### config.mk
export PLATFORM = sky130hd
export DESIGN_NAME = ultrasonido_scheduler_flat
export DESIGN_NICKNAME = d
export VERILOG_FILES = /design/src/rtl/ultrasonido_scheduler_if.sv /design/src/rtl/ultrasonido_scheduler.sv /design/src/flat_wrapper.sv
export SDC_FILE = /design/constraint.sdc
export NUM_CORES = 1
export LEC_CHECK = 0
export ABC_AREA = 1
export CAP_MARGIN = 20
export CORE_MARGIN = 2
export CORE_UTILIZATION = 25
export DETAILED_ROUTE_END_ITERATION = 12
export SETUP_SLACK_MARGIN = 0.15
export SLEW_MARGIN = 10
export SYNTH_ARGS = -nofsm -noshare
export SYNTH_HDL_FRONTEND = slang
export SYNTH_SLANG_ARGS = --single-unit
### constraint.sdc
create_clock -name clk -period 3 [get_ports clk]
set_clock_uncertainty 0.1 [all_clocks]
set_input_delay 0.3 -clock clk [delete_from_list [all_inputs] [get_ports clk]]
set_output_delay 0.3 -clock clk [all_outputs]
set_load 0.01 [all_outputs]
### src/rtl/ultrasonido_scheduler_if.sv
// Bus bundle for the ultrasonic round-robin scheduler.
// Handshake: meas_valid_o is a one-cycle strobe with no ready/back-pressure.
// The consumer must sample meas_channel_o / meas_count_o / meas_timeout_o
// and detected_o in the cycle meas_valid_o is high. The meas_* values also
// hold until the next strobe.
interface ultrasonido_scheduler_if #(
  parameter int N_SENSORS = 2
);
  localparam int CH_W = (N_SENSORS > 1) ? $clog2(N_SENSORS) : 1;

  logic                 enable_i;
  logic [N_SENSORS-1:0] echo_i;
  logic [N_SENSORS-1:0] trigger_o;
  logic                 busy_o;
  logic                 meas_valid_o;
  logic [CH_W-1:0]      meas_channel_o;
  logic [31:0]          meas_count_o;
  logic                 meas_timeout_o;
  logic [N_SENSORS-1:0] detected_o;
  logic [2:0]           state_o;  // debug view of the scheduler FSM

  modport slave (
    input  enable_i, echo_i,
    output trigger_o, busy_o, meas_valid_o, meas_channel_o, meas_count_o,
           meas_timeout_o, detected_o, state_o
  );

  modport master (
    output enable_i, echo_i,
    input  trigger_o, busy_o, meas_valid_o, meas_channel_o, meas_count_o,
           meas_timeout_o, detected_o, state_o
  );
endinterface

### src/rtl/ultrasonido_scheduler.sv
// Round-robin ultrasonic ranging scheduler. It triggers one sensor at a time,
// times the synchronized echo pulse and reports one measurement per channel.
// A guard gap separates consecutive measurements.
module ultrasonido_scheduler #(
  parameter int N_SENSORS     = 2,
  parameter int TIME_TRIG     = 500,
  parameter int ECHO_TIMEOUT  = 1_900_000,
  parameter int GUARD_CYCLES  = 3_000_000,
  parameter int THRESH_CYCLES = 2915
) (
  input  logic                    clk,
  input  logic                    rst,
  ultrasonido_scheduler_if.slave  bus
);
  localparam int CH_W = (N_SENSORS > 1) ? $clog2(N_SENSORS) : 1;
  localparam logic [31:0] TRIG_LAST  = 32'(TIME_TRIG - 1);
  localparam logic [31:0] TO_LAST    = 32'(ECHO_TIMEOUT - 1);
  localparam logic [31:0] GUARD_LAST = 32'(GUARD_CYCLES - 1);
  localparam logic [31:0] THRESH     = 32'(THRESH_CYCLES);
  localparam logic [CH_W-1:0] CH_LAST = CH_W'(N_SENSORS - 1);

  typedef enum logic [2:0] {
    IDLE       = 3'd0,
    TRIG       = 3'd1,
    WAIT_ECHO  = 3'd2,
    COUNT_ECHO = 3'd3,
    REPORT     = 3'd4,
    GUARD      = 3'd5
  } state_t;

  state_t               state_q, state_d;
  logic [N_SENSORS-1:0] sync1_q, sync2_q;
  logic [CH_W-1:0]      ch_q, ch_d;
  // tmr_q is the phase timer: TRIG width, then the echo timeout window
  // (shared by WAIT_ECHO and COUNT_ECHO so it never restarts on echo
  // rise), then the guard gap.
  logic [31:0]          tmr_q, tmr_d;
  logic [31:0]          cnt_q, cnt_d;
  logic [CH_W-1:0]      meas_ch_q, meas_ch_d;
  logic [31:0]          meas_cnt_q, meas_cnt_d;
  logic                 meas_to_q, meas_to_d;
  logic [N_SENSORS-1:0] det_q, det_d;
  logic                 echo_s;
  logic                 load_meas;
  logic [31:0]          rep_cnt;
  logic                 rep_to;

  assign echo_s = sync2_q[ch_q];

  // Two-flop synchronizer on every raw echo line.
  always_ff @(posedge clk or negedge rst) begin
    if (!rst) begin
      sync1_q <= '0;
      sync2_q <= '0;
    end else begin
      sync1_q <= bus.echo_i;
      sync2_q <= sync1_q;
    end
  end

  // State, counters and report registers.
  always_ff @(posedge clk or negedge rst) begin
    if (!rst) begin
      state_q    <= IDLE;
      ch_q       <= '0;
      tmr_q      <= '0;
      cnt_q      <= '0;
      meas_ch_q  <= '0;
      meas_cnt_q <= '0;
      meas_to_q  <= 1'b0;
      det_q      <= '0;
    end else begin
      state_q    <= state_d;
      ch_q       <= ch_d;
      tmr_q      <= tmr_d;
      cnt_q      <= cnt_d;
      meas_ch_q  <= meas_ch_d;
      meas_cnt_q <= meas_cnt_d;
      meas_to_q  <= meas_to_d;
      det_q      <= det_d;
    end
  end

  // Next-state logic. Timeout is tested before echo so that it wins a tie.
  always_comb begin
    state_d   = state_q;
    ch_d      = ch_q;
    tmr_d     = tmr_q;
    cnt_d     = cnt_q;
    load_meas = 1'b0;
    rep_cnt   = '0;
    rep_to    = 1'b0;
    case (state_q)
      IDLE: begin
        if (bus.enable_i) begin
          state_d = TRIG;
          tmr_d   = '0;
        end
      end
      TRIG: begin
        if (tmr_q == TRIG_LAST) begin
          state_d = WAIT_ECHO;
          tmr_d   = '0;
          cnt_d   = '0;
        end else begin
          tmr_d = tmr_q + 32'd1;
        end
      end
      WAIT_ECHO: begin
        if (tmr_q == TO_LAST) begin
          state_d   = REPORT;
          load_meas = 1'b1;
          rep_to    = 1'b1;
        end else begin
          tmr_d = tmr_q + 32'd1;
          if (echo_s) begin
            state_d = COUNT_ECHO;
            cnt_d   = 32'd1;
          end
        end
      end
      COUNT_ECHO: begin
        if (tmr_q == TO_LAST) begin
          state_d   = REPORT;
          load_meas = 1'b1;
          rep_cnt   = cnt_q;
          rep_to    = 1'b1;
        end else if (echo_s) begin
          tmr_d = tmr_q + 32'd1;
          cnt_d = (cnt_q == '1) ? cnt_q : cnt_q + 32'd1;
        end else begin
          state_d   = REPORT;
          load_meas = 1'b1;
          rep_cnt   = cnt_q;
        end
      end
      REPORT: begin
        state_d = GUARD;
        tmr_d   = '0;
      end
      GUARD: begin
        if (tmr_q == GUARD_LAST) begin
          tmr_d   = '0;
          ch_d    = (ch_q == CH_LAST) ? '0 : ch_q + 1'b1;
          state_d = bus.enable_i ? TRIG : IDLE;
        end else begin
          tmr_d = tmr_q + 32'd1;
        end
      end
      default: state_d = IDLE;
    endcase
  end

  // Report registers load on the transition into REPORT, so they are valid
  // during the strobe cycle and hold afterwards.
  always_comb begin
    meas_ch_d  = meas_ch_q;
    meas_cnt_d = meas_cnt_q;
    meas_to_d  = meas_to_q;
    det_d      = det_q;
    if (load_meas) begin
      meas_ch_d   = ch_q;
      meas_cnt_d  = rep_cnt;
      meas_to_d   = rep_to;
      det_d[ch_q] = !rep_to && (rep_cnt < THRESH);
    end
  end

  assign bus.trigger_o      = (state_q == TRIG) ? (N_SENSORS'(1) << ch_q) : '0;
  assign bus.busy_o         = (state_q != IDLE);
  assign bus.meas_valid_o   = (state_q == REPORT);
  assign bus.meas_channel_o = meas_ch_q;
  assign bus.meas_count_o   = meas_cnt_q;
  assign bus.meas_timeout_o = meas_to_q;
  assign bus.detected_o     = det_q;
  assign bus.state_o        = state_q;
endmodule

### src/flat_wrapper.sv
// flat-port wrapper written by rule: the top's interface ports become plain ports
module ultrasonido_scheduler_flat 
#(
  parameter int N_SENSORS     = 2,
  parameter int TIME_TRIG     = 500,
  parameter int ECHO_TIMEOUT  = 1_900_000,
  parameter int GUARD_CYCLES  = 3_000_000,
  parameter int THRESH_CYCLES = 2915
)
  (clk, rst, bus_enable_i, bus_echo_i, bus_trigger_o, bus_busy_o, bus_meas_valid_o, bus_meas_channel_o, bus_meas_count_o, bus_meas_timeout_o, bus_detected_o, bus_state_o);
  ultrasonido_scheduler_if #(.N_SENSORS(N_SENSORS)) bus_i ();
  input  logic clk;
  input  logic rst;
  input wire logic [$bits(bus_i.enable_i)-1:0] bus_enable_i;
  input wire logic [$bits(bus_i.echo_i)-1:0] bus_echo_i;
  output wire logic [$bits(bus_i.trigger_o)-1:0] bus_trigger_o;
  output wire logic [$bits(bus_i.busy_o)-1:0] bus_busy_o;
  output wire logic [$bits(bus_i.meas_valid_o)-1:0] bus_meas_valid_o;
  output wire logic [$bits(bus_i.meas_channel_o)-1:0] bus_meas_channel_o;
  output wire logic [$bits(bus_i.meas_count_o)-1:0] bus_meas_count_o;
  output wire logic [$bits(bus_i.meas_timeout_o)-1:0] bus_meas_timeout_o;
  output wire logic [$bits(bus_i.detected_o)-1:0] bus_detected_o;
  output wire logic [$bits(bus_i.state_o)-1:0] bus_state_o;
  assign bus_i.enable_i = bus_enable_i;
  assign bus_i.echo_i = bus_echo_i;
  assign bus_trigger_o = bus_i.trigger_o;
  assign bus_busy_o = bus_i.busy_o;
  assign bus_meas_valid_o = bus_i.meas_valid_o;
  assign bus_meas_channel_o = bus_i.meas_channel_o;
  assign bus_meas_count_o = bus_i.meas_count_o;
  assign bus_meas_timeout_o = bus_i.meas_timeout_o;
  assign bus_detected_o = bus_i.detected_o;
  assign bus_state_o = bus_i.state_o;
  ultrasonido_scheduler #(.N_SENSORS(N_SENSORS), .TIME_TRIG(TIME_TRIG), .ECHO_TIMEOUT(ECHO_TIMEOUT), .GUARD_CYCLES(GUARD_CYCLES), .THRESH_CYCLES(THRESH_CYCLES)) u_core (.clk(clk), .rst(rst), .bus(bus_i));
endmodule
==> metrics.txt, run 1 <==
number of global-route vias before repair=5669; post-synthesis register bit count=108; cell taking the most area after synthesis=dfrtp_1; layout cells sized above 1=0.0644; WP depth=6; Final Power=0.00269 W; Die Area=27200 µm²; Worst VDD drop=0.222 mV; vias per cell=4.77; critical-path maximum fanout=7; syn avg cell area=7.59 µm²; I/O Buffers=47; Mapped Cells=854; CTS tree=yes; CP max stage delay=0.56 ns; Post-Synth XOR/XNOR Area=0.0540; Skew-Pair Late Insertion Delay=0.36 ns; most frequent cells in the layout=203 x nand2_1, 134 x nor2_1, 108 x dfrtp_1; Adder-Cell Fraction of Synth Area=0.00386; endpoint class of the critical path=primary output; DR vias=5875; Synth warnings=0; first-pass detailed-route iteration total=5; core region area=25300 µm²; delay-heaviest family, CP=buffers and inverters; Tightest Pin Transition=1.03 ns; worst-path cell chain=inv_1, nand2_1, nor2_2, inv_1, nor2_1, clkdlybuf4s50_1; setup TNS=0 ns; synth top area cells=dfrtp_1 42%, nand2_1 12%, nor2_1 7.8%; CTS H-Tree Depth=3; Post-synth EDFFs=0; Lkg Pwr=3.10 nW; initial antenna violation count=0; Distinct cells, synth=46; FF-to-FF path depth=10; Placement Setup Slack=0.355 ns; endpoints failing setup=0; slowest CP cell=clkdlybuf4s50_1; Buf/Inv on CP=3; Final Cell Area=7560 µm²; DRT iter0 DRCs=431; top-area cell type share of the netlist area=0.417; Worst EP arrival=2.37 ns; final worst-path cycle share=0.923; Wirelength per Cell=15.2 µm; Fill cells=2722; die span in x=165 µm; commonest non-fill, non-tap cell in the layout=nand2_1; min-delay worst type=reg2reg; GRT Total Usage=0.142; starting density of the core=0.256; crit path launch=u_core.bus.state_o[1]; CP required=2.60 ns; Hold Crit Start=u_core.sync1_q[1]; IO Pins=48; final WL=18.7 mm; largest net degree at the start of global routing=47; Tmin final=2.77 ns; CP Capture Point=bus_trigger_o[0]; Post-CTS Setup Inserts=0; hpwl dp=14.0 mm; register area share after synthesis=0.417; first-pass GRT wire length=30.3 mm; Syn-to-layout area delta=16.6%; CTS buffer count=9; clk buf depth=2; simple-gate share of the synthesized area=0.343; Worst R2R Start=u_core.tmr_q[1]; Max-Cap Viols=0; antenna-violating nets left=0; Worst Setup Start Kind=register; Pwr per Cell Area=355 nW/µm²; Root Buffer=clkbuf_16; Fmax=361 MHz; CP most frequent cell=inv_1; Top FF cell, synth=dfrtp_1; post-synthesis cell area=6480 µm²; R2R Setup Slk=0.30 ns; number of clock sinks=108; gr ovfl total=0; DRC viols=0; ANT cells=0; row cnt=58; r2r endpoint=u_core.cnt_q[11]; Async SR Flop Fraction=1.00; Clk pin slew, worst setup/hold paths=0.08 ns; final hold vios=0; unrepaired setup endpoints after global routing=true; mux contribution to synthesized area=0; Placed Area=7240 µm²; worst setup margin=0.231 ns; Finished Layout Cells=1231; post-synth net total=861; critical path type=reg2out; RD Place Congestion=0.896; complex-gate fraction of the synthesized area=0.102; Relative slew margins=0.315; outcome=finished clean; largest family of logic cells by synthesized area=simple AND/OR/NAND/NOR gates; max-slew violation count=0; final net count=903; Die H=165 µm; Cells after DPL=1213
[power breakdown]
group	switching, W	internal, W	leakage (nW)	total (W)
clock	0.000600	0.000575	0.135	0.00117
sequential	0.000000786	0.00146	1.48	0.00146
combinational	0.0000422	0.0000114	1.49	0.0000536
[cell type report]
type / count / area (µm²) / area share
multi-input cells: 634 / 3280 / 0.435
flip-flops and latches: 108 / 2700 / 0.358
repair buffers: 54 / 536 / 0.0709
well taps: 330 / 413 / 0.0546
inverters: 89 / 337 / 0.0445
clock buffers: 9 / 225 / 0.0298
clock inverters: 7 / 58.8 / 0.00778
[through the flow]
step,util,hold WS (ns)
6_report,0.298,0.252
5_1_grt,0.298,0.257
4_1_cts,0.298,0.253
3_5_place_dp,0.286,0.236
3_3_place_gp,0.286,0.237
2_1_floorplan,-,-0.0956
[what timing repair did]
item,in CTS,in global routing
resized for setup,0,2
endpoints found under the hold margin,44,0
hold buffers,1,0
setup endpoints to repair,0,13
[state kept, by name, indices dropped and copies added (netlist names)]
name,count
u_core.ch_q,1
u_core.sync2_q,2
u_core.bus.detected_o,2
u_core.tmr_q,32
u_core.cnt_q,32
u_core.sync1_q,2
u_core.bus.meas_count_o,32
u_core.bus.state_o,3
u_core.bus.meas_channel_o,1
u_core.bus.meas_timeout_o,1
[synth_stat cells, types with 3 or more instances]
cell type / count
buf_4: 3
nand2_4: 3
o31ai_2: 3
inv_1: 85
nand2_2: 8
xor2_1: 39
nor2_1: 135
nand4_1: 28
a32o_1: 4
o21ai_0: 41
o31ai_1: 4
a21oi_1: 6
buf_6: 9
nor4_1: 11
dfrtp_1: 108
a31oi_1: 3
nand2_1: 203
nor3b_1: 3
inv_2: 3
nand4_2: 3
nor3_1: 39
nor2_4: 3
clkbuf_1: 3
nand3_1: 45
a22o_1: 19
buf_2: 8
o21ai_1: 8
o22ai_1: 5
[worst min-delay path by stage]
stage / to / slack, ns / depth (start not counted)
6_report: u_core.sync2_q[1] / 0.25 / 0
3_5_place_dp: u_core.sync2_q[0] / 0.24 / 0
2_1_floorplan: u_core.bus.detected_o[0] / -0.1 / 0
4_1_cts: u_core.sync2_q[0] / 0.25 / 0
5_1_grt: u_core.sync2_q[1] / 0.26 / 0
3_3_place_gp: u_core.tmr_q[22] / 0.24 / 1
[cells by family (layout without fill, tap and decap cells)]
group	after synthesis	after routing
AOI/OAI and AO/OA	100	101
xor gates and xnor gates	40	40
adders and majority gates	2	2
buffers and inverters	113	159
DFF	108	108
and+or+nand+nor	491	491
[metal layers]
layer | wire, µm | vias to the layer above | global-route usage
met5 | 0 | - | 0
met4 | 408 | 0 | 0.0462
met3 | 864 | 27 | 0.0251
met2 | 8800 | 166 | 0.232
met1 | 8620 | 2771 | 0.189
li1 | - | 2911 | -
[worst reg2reg max path: cells and delay by family, from the launching register on]
| kind | cells | cell delay, ns |
|---|---|---|
| flops | 1 | 0.41 |
| fa+ha+maj | 1 | 0.24 |
| simple gates | 6 | 0.78 |
| compound gates | 2 | 0.94 |
| buf+inv | 1 | 0.16 |
Note: power is estimated with default switching activity, not from simulation.
==> run 2, diff against run 1 <==
--- a/config.mk
+++ b/config.mk
@@ -5,7 +5,6 @@
 export SDC_FILE = /design/constraint.sdc
 export NUM_CORES = 1
 export LEC_CHECK = 0
-export ABC_AREA = 1
 export CAP_MARGIN = 20
 export CORE_MARGIN = 2
 export CORE_UTILIZATION = 25
==> run 2 against run 1 <==
  * Core utilization increased by 1.2 points
  * First-iteration DRC count shrank 6.0%
  * Sequential power up 5%
  * Critical endpoint is now u_core.tmr_q[9]
  * Count of clock-buffer cells in the layout did not move
  * Largest power group unchanged
  * Power grew 25%
  * Synthesized cell count decreased by 27%
  * Critical path depth is 1 higher
  * Via count shrank 12%
==> metrics.txt, run 2 <==
Hold Crit Start=u_core.sync1_q[1]; Post-synth EDFFs=0 (unchanged); Finished Layout Cells=980 (-20%); RD Place Congestion=0.903 (+0.74%); outcome=finished clean; post-synthesis cell area=5840 µm² (-10%); critical-path maximum fanout=27 (+20); final WL=16.2 mm (-13%); synth top area cells=dfrtp_1 46%, a22o_1 6.3%, nand3_1 3.9%; Worst Setup Start Kind=register; Relative slew margins=0.536 (+0.221); delay-heaviest family, CP=simple AND/OR/NAND/NOR gates; most frequent cells in the layout=106 x dfrtp_1, 53 x nand2_1, 46 x nand3_1, 46 x clkdlybuf4s50_1, 42 x a22o_1; Cells after DPL=963 (-21%); final net count=669 (-26%); I/O Buffers=47 (unchanged); unrepaired setup endpoints after global routing=false; CTS buffer count=9 (unchanged); endpoints failing setup=0 (unchanged); register area share after synthesis=0.463 (+0.0462); DRC viols=0 (unchanged); Wirelength per Cell=16.6 µm (+9.1%); area used by multi-input combinational logic=2890 µm² (-12%); cell taking the most area after synthesis=dfrtp_1; starting density of the core=0.256 (about the same); Tightest Pin Transition=0.689 ns (-0.338 ns); clk buf depth=2 (unchanged); number of clock sinks=108 (unchanged); top-area cell type share of the netlist area=0.463 (+0.0462); hold_ws=0.252 ns (-0.000462 ns); Distinct cells, synth=67 (+46%); Pwr per Cell Area=475 nW/µm² (+34%); Worst EP arrival=2.86 ns (+0.49 ns); row cnt=55 (-5.2%); post-synth net total=630 (-27%); syn avg cell area=9.37 µm² (+23%); Worst R2R Start=u_core.tmr_q[27]; endpoint class of the critical path=register; Tmin final=2.71 ns (-0.0574 ns); worst-path cell chain=or4_4, nor4_4, a41o_1, a21oi_2, buf_4, a21o_1, a22o_1; min-delay worst type=reg2reg; antenna-violating nets left=0 (unchanged); most numerous cell in the Yosys netlist=dfrtp_1; final worst-path cycle share=0.904 (-0.0191); final hold vios=0 (unchanged); critical path type=reg2reg; ANT cells=0 (unchanged); max-slew violation count=0 (unchanged); Root Buffer=clkbuf_16; vias per cell=5.25 (+10%); Fmax=369 MHz (+2.1%); Syn-to-layout area delta=21.0%; Top FF cell, synth=dfrtp_1; Mapped Cells=623 (-27%); Clk pin slew, worst setup/hold paths=0.07 ns (about the same); DR vias=5147 (-12%); Die Area=24600 µm² (-9.7%); Synth warnings=0 (unchanged); commonest non-fill, non-tap cell in the layout=dfrtp_1; Async SR Flop Fraction=1.00 (unchanged); CTS H-Tree Depth=3 (unchanged); Skew-Pair Late Insertion Delay=0.36 ns (about the same); CP max stage delay=0.59 ns (+0.03 ns); setup TNS=0 ns (unchanged); core region area=22800 µm² (-10%); IO Pins=48 (unchanged); GRT Total Usage=0.135 (-0.00657); post-synthesis register bit count=108 (unchanged); crit path launch=u_core.tmr_q[27]; number of global-route vias before repair=4808 (-15%); FF/Latch Area=2710 µm² (about the same); gr ovfl total=0 (unchanged); top cells by count, synth=108 x dfrtp_1, 53 x nand2_1, 46 x nand3_1; Buf/Inv on CP=1 (-2); CP required=3.15 ns (+0.55 ns); Die H=157 µm (-5.0%); hpwl dp=11.8 mm (-16%); Lkg Pwr=2.90 nW (-6.5%); DRT iter0 DRCs=405 (-6.0%); die span in x=157 µm (-5.0%); Post-CTS Setup Inserts=0 (unchanged); CTS tree=yes; largest net degree at the start of global routing=45 (-4.3%); first-pass GRT wire length=26.3 mm (-13%); Worst VDD drop=0.256 mV (+16%); layout cells sized above 1=0.112 (+0.0481); slowest CP cell=or4_4; first-pass detailed-route iteration total=6 (+1); Fill cells=2391 (-12%); initial antenna violation count=0 (unchanged); Max-Cap Viols=0 (unchanged)
run 2: cell count changes in the layout (fill, tap and decap cells not counted), sizes merged, moves of 30 or more:
| cell | before | now |
|---|---|---|
| nand2 | 214 | 53 |
| nor3 | 40 | 10 |
| xor2 | 39 | 0 |
| inv | 91 | 18 |
| nor2 | 141 | 39 |
run 2: final timing paths:
check                                              end  slack (ns)  cells after the start
max                                    u_core.tmr_q[9]        0.29                      7
min                                  u_core.sync2_q[1]        0.25                      0
max reg2reg                            u_core.tmr_q[9]        0.29                      7
min reg2reg                          u_core.sync2_q[1]        0.25                      0
max in group asynchronous             u_core.tmr_q[20]        1.67                      3
min in group asynchronous  u_core.bus.meas_count_o[21]        0.38                      2
run 2: cell type report:
cell class	instances	area share
timing repair buffer	77	0.100
clock buffer	9	0.0319
inverter	15	0.00798
clock inverter	7	0.0115
sequential	108	0.383
multi-input combinational	451	0.410
tap	313	0.0555
run 2: logic make-up after synthesis:
family                     share of synthesized area
buffers and inverters                         0.0463
AOI/OAI and AO/OA                              0.242
DFF                                            0.463
adders and majority gates                    0.00429
and+or+nand+nor                                0.230
xor gates and xnor gates                     0.00300
muxes                                         0.0111
run 2: worst reg2reg max path, cell delays in order, from the launching register on:
cell     delay [ns]
dfrtp_1        0.44
or4_4          0.59
nor4_4         0.41
a41o_1         0.28
a21oi_2        0.14
buf_4          0.29
a21o_1         0.20
a22o_1         0.17
run 2: report_power, final:
part	total, W	switching, W	internal (W)	leakage, nW
combinational	0.000578	0.000349	0.000229	1.27
sequential	0.00154	0.0000609	0.00148	1.49
clock	0.00124	0.000577	0.000660	0.141
run 2: metrics by stage:
stage / setup slack (ns) / util / instance area [µm²] / total power, W
global route: 0.162 / 0.310 / 7060 / 0.00352
global placement: 0.267 / 0.295 / 6720 / 0.00214
CTS: 0.225 / 0.309 / 7030 / 0.00340
detailed placement: 0.220 / 0.295 / 6720 / 0.00214
finish: 0.289 / 0.310 / 7060 / 0.00336
floorplan: 0.507 / - / 5840 / 0.00192
run 2: layer usage:
metal / track usage / vias to the layer above / routed length, µm
li1: - / 2455 / -
met1: 0.185 / 2534 / 7650
met2: 0.211 / 136 / 7460
met3: 0.0327 / 22 / 825
met4: 0.0402 / 0 / 306
met5: 0 / - / 0
run 2: timing repair:
item                                    in CTS  in global routing
hold buffers                                 1                  0
resized for setup                            0                  7
endpoints found under the setup margin       0                 15
endpoints found under the hold margin       42                  0
